File: src/rtl/csi_hs_tx_sequencer.sv
// csi_hs_tx_sequencer: transmit-side lane controller for the CSI data lanes.
// Sequences the D-PHY start of transmission (LP11 -> LP01 -> LP00 -> HS0 ->
// sync word), drains one packet from the show-ahead CSI TX FIFO onto the
// per-lane HS word bus, drives HS-trail and returns the lanes to LP11.
//
// Ports:
//   clk, rst_n     clock, synchronous active-low reset
//   tx_req, tx_len start request and packet length (FIFO words), IDLE only
//   fifo_data      show-ahead FIFO head; lane k uses bits [k*W +: W]
//   fifo_empty     FIFO empty
//   fifo_rd_en     pop FIFO head (combinational from state and fifo_empty)
//   hs_word        per-lane HS word, LSB transmitted first
//   hs_valid       hs_word driven (SYNC/DATA/TRAIL)
//   line_state     0 HS0, 1 HS1, 2 LP00, 3 LP01, 4 LP10, 5 LP11
//   busy           sequencer not idle
//   done           one-cycle pulse at end of packet
//   underflow      one-cycle pulse when a DATA word was needed with FIFO empty
//   pkt_cnt        (CSI_TX_SEQ_STATS_EN) wrapping packet counter
//   underflow_cnt  (CSI_TX_SEQ_STATS_EN) saturating underflow counter
//
// Optional feature macro: CSI_TX_SEQ_STATS_EN.
//
// Registered outputs describe the state the FSM occupied in the previous
// cycle, so the FIFO head popped during a DATA state cycle appears on hs_word
// in the following cycle, aligned with its hs_valid/line_state.
module csi_hs_tx_sequencer #(
  parameter int unsigned N_DATA_LANES         = 2,
  parameter int unsigned HS_TX_WORD_BIT_WIDTH = 8,
  parameter int unsigned CSI_FIFO_DATA_WIDTH  = 16,
  parameter int unsigned LEN_WIDTH            = 16,
  parameter int unsigned T_LPX                = 4,
  parameter int unsigned T_HS_PREPARE         = 3,
  parameter int unsigned T_HS_ZERO            = 10,
  parameter int unsigned T_HS_TRAIL           = 5
) (
  input  logic                                          clk,
  input  logic                                          rst_n,
  input  logic                                          tx_req,
  input  logic [LEN_WIDTH-1:0]                          tx_len,
  input  logic [CSI_FIFO_DATA_WIDTH-1:0]                fifo_data,
  input  logic                                          fifo_empty,
  output logic                                          fifo_rd_en,
  output logic [N_DATA_LANES*HS_TX_WORD_BIT_WIDTH-1:0]  hs_word,
  output logic                                          hs_valid,
  output logic [3:0]                                    line_state,
  output logic                                          busy,
  output logic                                          done,
  output logic                                          underflow
`ifdef CSI_TX_SEQ_STATS_EN
  ,
  output logic [15:0]                                   pkt_cnt,
  output logic [7:0]                                    underflow_cnt
`endif
);

  localparam int unsigned W      = HS_TX_WORD_BIT_WIDTH;
  localparam int unsigned NL     = N_DATA_LANES;
  localparam int unsigned WORD_W = NL * W;

  localparam logic [3:0] LS_HS0  = 4'd0;
  localparam logic [3:0] LS_LP00 = 4'd2;
  localparam logic [3:0] LS_LP01 = 4'd3;
  localparam logic [3:0] LS_LP11 = 4'd5;

  // Sync byte 0xB8 zero-extended or truncated to the lane word width.
  localparam logic [W-1:0] SYNC_LANE = W'(8'hB8);

  localparam logic [LEN_WIDTH-1:0] LPX_LAST     = LEN_WIDTH'(T_LPX - 1);
  localparam logic [LEN_WIDTH-1:0] PREPARE_LAST = LEN_WIDTH'(T_HS_PREPARE - 1);
  localparam logic [LEN_WIDTH-1:0] ZERO_LAST    = LEN_WIDTH'(T_HS_ZERO - 1);
  localparam logic [LEN_WIDTH-1:0] TRAIL_LAST   = LEN_WIDTH'(T_HS_TRAIL - 1);

  typedef enum logic [2:0] {
    S_IDLE  = 3'd0,
    S_LPREQ = 3'd1,
    S_PREP  = 3'd2,
    S_ZERO  = 3'd3,
    S_SYNC  = 3'd4,
    S_DATA  = 3'd5,
    S_TRAIL = 3'd6,
    S_EXIT  = 3'd7
  } state_e;

  state_e                state_q, state_d;
  logic [LEN_WIDTH-1:0]  cnt_q, cnt_d;
  logic [LEN_WIDTH-1:0]  len_q, len_d;
  logic [NL-1:0]         last_msb_q, last_msb_d;
  logic [WORD_W-1:0]     hs_word_q, hs_word_d;
  logic                  hs_valid_q, hs_valid_d;
  logic [3:0]            line_state_q, line_state_d;
  logic                  busy_q, busy_d;
  logic                  done_q, done_d;
  logic                  underflow_q, underflow_d;

  // Pop only while draining; held off during reset so an abort never consumes a word.
  assign fifo_rd_en = rst_n && (state_q == S_DATA) && !fifo_empty;

  // Next-state, counters and next registered outputs.
  always_comb begin
    state_d      = state_q;
    cnt_d        = cnt_q;
    len_d        = len_q;
    last_msb_d   = last_msb_q;
    hs_word_d    = '0;
    hs_valid_d   = 1'b0;
    line_state_d = LS_LP11;
    busy_d       = 1'b1;
    done_d       = 1'b0;
    underflow_d  = 1'b0;

    unique case (state_q)
      S_IDLE: begin
        busy_d = 1'b0;
        if (tx_req) begin
          len_d   = tx_len;
          cnt_d   = '0;
          state_d = S_LPREQ;
        end
      end
      S_LPREQ: begin
        line_state_d = LS_LP01;
        if (cnt_q == LPX_LAST) begin
          cnt_d   = '0;
          state_d = S_PREP;
        end else begin
          cnt_d = cnt_q + LEN_WIDTH'(1);
        end
      end
      S_PREP: begin
        line_state_d = LS_LP00;
        if (cnt_q == PREPARE_LAST) begin
          cnt_d   = '0;
          state_d = S_ZERO;
        end else begin
          cnt_d = cnt_q + LEN_WIDTH'(1);
        end
      end
      S_ZERO: begin
        line_state_d = LS_HS0;
        if (cnt_q == ZERO_LAST) begin
          cnt_d   = '0;
          state_d = S_SYNC;
        end else begin
          cnt_d = cnt_q + LEN_WIDTH'(1);
        end
      end
      S_SYNC: begin
        line_state_d = LS_HS0;
        hs_valid_d   = 1'b1;
        hs_word_d    = {NL{SYNC_LANE}};
        last_msb_d   = {NL{SYNC_LANE[W-1]}};
        cnt_d        = '0;
        state_d      = (len_q == '0) ? S_TRAIL : S_DATA;
      end
      S_DATA: begin
        line_state_d = LS_HS0;
        hs_valid_d   = 1'b1;
        // An empty FIFO still consumes a word slot so the packet length holds.
        if (fifo_empty) begin
          underflow_d = 1'b1;
        end else begin
          hs_word_d = WORD_W'(fifo_data);
        end
        for (int unsigned k = 0; k < NL; k++) begin
          last_msb_d[k] = hs_word_d[k*W + W - 1];
        end
        if (cnt_q == len_q - LEN_WIDTH'(1)) begin
          cnt_d   = '0;
          state_d = S_TRAIL;
        end else begin
          cnt_d = cnt_q + LEN_WIDTH'(1);
        end
      end
      S_TRAIL: begin
        line_state_d = LS_HS0;
        hs_valid_d   = 1'b1;
        // Each lane holds the complement of the last bit it transmitted.
        for (int unsigned k = 0; k < NL; k++) begin
          hs_word_d[k*W +: W] = {W{~last_msb_q[k]}};
        end
        if (cnt_q == TRAIL_LAST) begin
          cnt_d   = '0;
          state_d = S_EXIT;
        end else begin
          cnt_d = cnt_q + LEN_WIDTH'(1);
        end
      end
      S_EXIT: begin
        done_d  = 1'b1;
        state_d = S_IDLE;
      end
      default: begin
        state_d = S_IDLE;
      end
    endcase
  end

  // State and output registers.
  always_ff @(posedge clk) begin
    if (!rst_n) begin
      state_q      <= S_IDLE;
      cnt_q        <= '0;
      len_q        <= '0;
      last_msb_q   <= '0;
      hs_word_q    <= '0;
      hs_valid_q   <= 1'b0;
      line_state_q <= LS_LP11;
      busy_q       <= 1'b0;
      done_q       <= 1'b0;
      underflow_q  <= 1'b0;
    end else begin
      state_q      <= state_d;
      cnt_q        <= cnt_d;
      len_q        <= len_d;
      last_msb_q   <= last_msb_d;
      hs_word_q    <= hs_word_d;
      hs_valid_q   <= hs_valid_d;
      line_state_q <= line_state_d;
      busy_q       <= busy_d;
      done_q       <= done_d;
      underflow_q  <= underflow_d;
    end
  end

  assign hs_word    = hs_word_q;
  assign hs_valid   = hs_valid_q;
  assign line_state = line_state_q;
  assign busy       = busy_q;
  assign done       = done_q;
  assign underflow  = underflow_q;

`ifdef CSI_TX_SEQ_STATS_EN
  logic [15:0] pkt_cnt_q, pkt_cnt_d;
  logic [7:0]  underflow_cnt_q, underflow_cnt_d;

  // Packet counter wraps; underflow counter saturates at its maximum.
  always_comb begin
    pkt_cnt_d       = pkt_cnt_q;
    underflow_cnt_d = underflow_cnt_q;
    if (done_d) begin
      pkt_cnt_d = pkt_cnt_q + 16'd1;
    end
    if (underflow_d && (underflow_cnt_q != 8'hFF)) begin
      underflow_cnt_d = underflow_cnt_q + 8'd1;
    end
  end

  always_ff @(posedge clk) begin
    if (!rst_n) begin
      pkt_cnt_q       <= '0;
      underflow_cnt_q <= '0;
    end else begin
      pkt_cnt_q       <= pkt_cnt_d;
      underflow_cnt_q <= underflow_cnt_d;
    end
  end

  assign pkt_cnt       = pkt_cnt_q;
  assign underflow_cnt = underflow_cnt_q;
`endif

endmodule

File: config.mk
export PLATFORM = sky130hd
export DESIGN_NAME = csi_hs_tx_sequencer
export DESIGN_NICKNAME = d
export VERILOG_FILES = /design/src/rtl/csi_hs_tx_sequencer.sv
export SDC_FILE = /design/constraint.sdc
export NUM_CORES = 1
export LEC_CHECK = 0
export ABC_AREA = 1
export CAP_MARGIN = 40
export CORE_MARGIN = 4
export CORE_UTILIZATION = 40
export DETAILED_ROUTE_END_ITERATION = 12
export GPL_TIMING_DRIVEN = 0
export SLEW_MARGIN = 40
export SYNTH_ARGS = -nofsm -noshare
export SYNTH_HDL_FRONTEND = slang
export SYNTH_SLANG_ARGS = --single-unit
File: constraint.sdc
create_clock -name clk -period 5.47 [get_ports clk]
set_input_delay 1.094 -clock clk [delete_from_list [all_inputs] [get_ports clk]]
set_output_delay 1.094 -clock clk [all_outputs]
set_load 0.005 [all_outputs]
# Yosys cells after proc, flatten, opt, wreduce, memory -nomap -nowiden
# Index checks and enable logic that the tools add are counted.
[totals]
reg_bits = 61
word_cells = 68
[classes]
add_sub_neg = 2
n_eq_ne = 18
mux = 23
bitwise_logic = 2
reduce_logical = 13
[op_table]
columns = ["op", "count"]
rows = [
  ["two-way mux 16 bit", 7],
  ["one-hot mux 16 bit (7 select lines)", 1],
  ["one-hot mux 16 bit (3 select lines)", 1],
  ["== test 16 x 2 -> 1 bit (second input constant)", 2],
  ["one-hot mux 3 bit (8 select lines)", 1],
  ["two-way mux 3 bit", 6],
  ["adder 16 x 1 -> 16 bit (second input constant)", 1],
  ["== test 16 bit", 1],
  ["== test 16 x 3 -> 1 bit (second input constant)", 1],
  ["== test 16 x 4 -> 1 bit (second input constant)", 1],
  ["logical NOT 16 bit", 1],
  ["subtractor 16 x 1 -> 16 bit (second input constant)", 1],
  ["== test 3 bit (second input constant)", 4],
  ["inequality test 2 bit (second input constant)", 5],
  ["one-hot mux 3 bit (3 select lines)", 1],
  ["nonzero test 7 bit", 1],
  ["== test 3 x 2 -> 1 bit (second input constant)", 2],
  ["AND reduction 2 bit", 3],
  ["AND reduction 6 bit", 1],
  ["two-way mux 1 bit", 4],
  ["one-hot mux 2 bit (2 select lines)", 1],
  ["OR reduction 4 bit", 1],
  ["== test 3 x 1 -> 1 bit (second input constant)", 1],
  ["logical NOT 3 bit", 1],
  ["7 further kinds", 9],
]

# Logic depth before layout (Yosys ltp)
# Gate-level depths: netlist (run 1).
[depth]
depth_word = 4
ltp_mapped = 17
depth_no_buf = 17

# Worst setup path after synthesis (run 1)
# OpenSTA, ideal clock, no wires.
[synth_timing]
path_kind = "input -> output"
startpoint = "input port rst_n"
endpoint = "output port fifo_rd_en"
t_arrival_ps = 1552
slack_ps = 2824
cell_stages = 3
path_buffers = 1
cell_sequence = "inv_1 > clkbuf_1 > nor3_1"
[synth_between]
elab_chain_len = 2
[synth_lines]
columns = ["element", "line_no", "rtl"]
rows = [
  ["start: declaration", "37", "input logic rst_n,"],
  ["logical AND 1 bit (2 in a row)", "96", "assign fifo_rd_en = rst_n && (state_q == S_DATA) && !fifo_empty;"],
  ["end: declaration", "42", "output logic fifo_rd_en,"],
]
# No other way between the ends.

# Final worst setup path (run 1)
# Ends and elaborated chain as after synthesis.

==> metrics, run 1 <==
status=finished, final reports clean; final setup fails=0; Worst setup EP type=primary output; Antenna Cells=0; routed wire length=9.05 mm; initial DRC count=209; metal3 WL=769 um; Worst Path Required=4.38 ns; PwrDens=401 nW/um^2; Mapped Area=3260 sq um; Clock H-tree levels=3; Fin. Hold Viols=0; Comb pwr share=41.5%; RSZ-0062 raised after global routing=no; syn nets=525; die width=98.3 um; clock share of power=25.3%; VDD IR max=0.000179 V; Syn Inst Count=484; Met1 Wirelength=4.01 mm; highest routed layer=met4; metal2 WL=4.18 mm; CP Launch Type=input port; Syn Area/Cell=6.74 sq um; Reg power frac=33.1%; Max-Cap Viols=0; antenna-violating nets left=0; drt wl/cell=13.7 um; Pint=987 uW; crit path kind=input port to primary output; later-pin clock latency in the skew report=0.35 ns; Tmin final=3.79 ns; setup bufs post-CTS=0; Starting Density=41.6%; Overall Power=1.68 mW; Rel. slew slack=57.8%; core area=7850 sq um; Tcrit/Tclk final=69.4%; GP Congestion=0.849; Worst Path Arrival=2.70 ns; Num CTS Buffers=9; Yosys warnings=0; sw power=693 uW; post-synth cell types=35; CTS clk-pin slew, worst paths=0.07 ns; initial antenna violation count=0; via/cell ratio=4.91; hold buffers post-CTS=0; clock sink count=60; #FFs+latches synth=60; CTS tree=built; number of I/O port buffers=59; GRT Util Overall=19.2%; Sw Share=41.3%; number of global-route vias before repair=3,214; most common cell after layout, fill and taps aside=nand2_1; Syn-to-layout area delta=28.5%; Filler cells=806; num rows=32; Gates resized, CTS repair=0; Die Y=98.3 um; die area=9670 sq um; drc violations=0; commonest cells after routing, fill and taps aside=111 x nand2_1, 60 x dfxtp_1, 59 x clkdlybuf4s50_1; largest net degree at the start of global routing=12; Clock Path Buffers=2; Pre-Repair DR Iteration Count=4; Worst-Margin Slew=0.630 ns; Slew Limit Fails=0; final design utilization=53.4%; gr ovfl total=0; root buffer cell=clkbuf_8; leak pwr=1.77 nW; Final #Nets=595; first-pass GRT wire length=14.9 mm; r2r setup slk=3.23 ns; vias=3,246; Worst Skew=0.00746 ns; Area after DPL=3980 sq um; post-DP HPWL=6.90 mm; Max FO, Critical Path=10; post-route setup TNS=0 ns; hold_ws=0.494 ns; design area=4190 sq um; layout cells sized above 1=8.94%; Max Fclk=264 MHz; Worst Hold Class=flip-flop to flip-flop; IO Count=61; post-synthesis sequential area ratio=36.8%
==> worst max-delay path, cell delays in order <==
cell,delay (ns)
clkdlybuf4s50_1,0.47
inv_1,0.09
clkbuf_1,0.27
nor3_1,0.25
clkdlybuf4s50_1,0.53
==> worst paths after layout <==
check                                        startpoint  cells after the start                     end
worst max-delay path                              rst_n                      5              fifo_rd_en
worst min-delay path              len_q[1]$_SDFFE_PN0P_                      2   len_q[1]$_SDFFE_PN0P_
worst max register to register  state_q[0]$_SDFFE_PN0P_                      7  len_q[11]$_SDFFE_PN0P_
worst min register to register    len_q[1]$_SDFFE_PN0P_                      2   len_q[1]$_SDFFE_PN0P_
==> metal layers <==
metal / up-vias / global-route usage (%)
met4: 0 / 4.83
met5: - / 0
li1: 1692 / -
met3: 13 / 7.64
met1: 1450 / 23.0
met2: 91 / 32.1
==> cell usage after synthesis <==
cell        n  area share, %
xnor2_1     5            1.3
o21bai_2    1           0.35
buf_2       3           0.46
nand3_2     2           0.61
o21bai_1    1           0.23
o22ai_1     2           0.38
nand3_1    38            5.8
dfxtp_1    60             37
nor2_2      8            1.5
conb_1      1           0.11
inv_1      55            6.3
clkbuf_1    9            1.0
a31oi_1     1           0.19
nor2_1     58            6.7
o31ai_1     1           0.23
nand4_2     1           0.38
clkbuf_2    1           0.15
nor3_1      5           0.77
buf_4       1           0.23
o21ai_0    23            3.5
nand2_2     2           0.38
nand2_4     2           0.69
nor2_4      4            1.4
nand3b_1    2           0.46
and3_1      1           0.19
buf_6       1           0.35
or2_2       4           0.77
ha_1        5            1.9
nor4_1      1           0.19
a21oi_1    50            7.7
a21oi_2     1           0.27
nand4_1    10            1.9
xor2_1     11            3.0
nor3_2      3           0.92
nand2_1   111             13
==> stage by stage <==
step,instances,worst slack [ns]
floorplan,484,2.82
global placement,645,1.64
detailed placement,645,1.66
CTS,661,1.64
global route,661,1.57
finish,661,1.68
==> cell type report <==
cell class	count	area, sq um	share of cell area, %
multi-input combinational	354	1780	42.5
sequential	60	1200	28.6
timing repair buffer	59	591	14.1
inverter	55	206	4.92
clock buffer	11	151	3.61
tap	102	128	3.04
buffer	15	72.6	1.73
clock inverter	5	60.1	1.43
==> flip-flops by register name, summed over array words and instances, names as in the netlist, 2 cells and up <==
register,count
len_q,16
last_msb_q,2
cnt_q,16
state_q,3
line_state,3
hs_word,16
==> cell families after synthesis <==
group           after synthesis  share of synthesized area, %
compound gates               80                          12.8
flops                        60                          36.8
simple gates                252                          35.5
buf+inv                      70                          8.55
xor+xnor                     16                          4.29
other cells                   1                         0.115
fa+ha+maj                     5                          1.92
==> power groups by stage <==
stage,logic (mW),clock network (mW),registers (mW)
floorplan,0.508,0,0.553
global placement,0.693,0,0.565
detailed placement,0.701,0,0.566
CTS,0.703,0.436,0.557
global route,0.795,0.455,0.565
finish,0.698,0.426,0.557
No activity file was read; power rests on OpenSTA's default activity.
==> inputs of run 2 (changes only) <==
==> constraint.sdc (replaced) <==
create_clock -name clk -period 3.6 [get_ports clk]
set_input_delay 0.72 -clock clk [delete_from_list [all_inputs] [get_ports clk]]
set_output_delay 0.72 -clock clk [all_outputs]
set_load 0.005 [all_outputs]
==> results of run 2 <==
The final DEF is identical to that of run 1. Status: finished, final reports clean.
Among the figures that moved: setup slack after placement 1.66 ns -> 0.535 ns; setup slack after layout 1.68 ns -> 0.553 ns; register-to-register setup slack 3.23 ns -> 1.36 ns; total power 1.68 mW -> 2.55 mW; worst IR drop on VDD 0.000179 V -> 0.000272 V
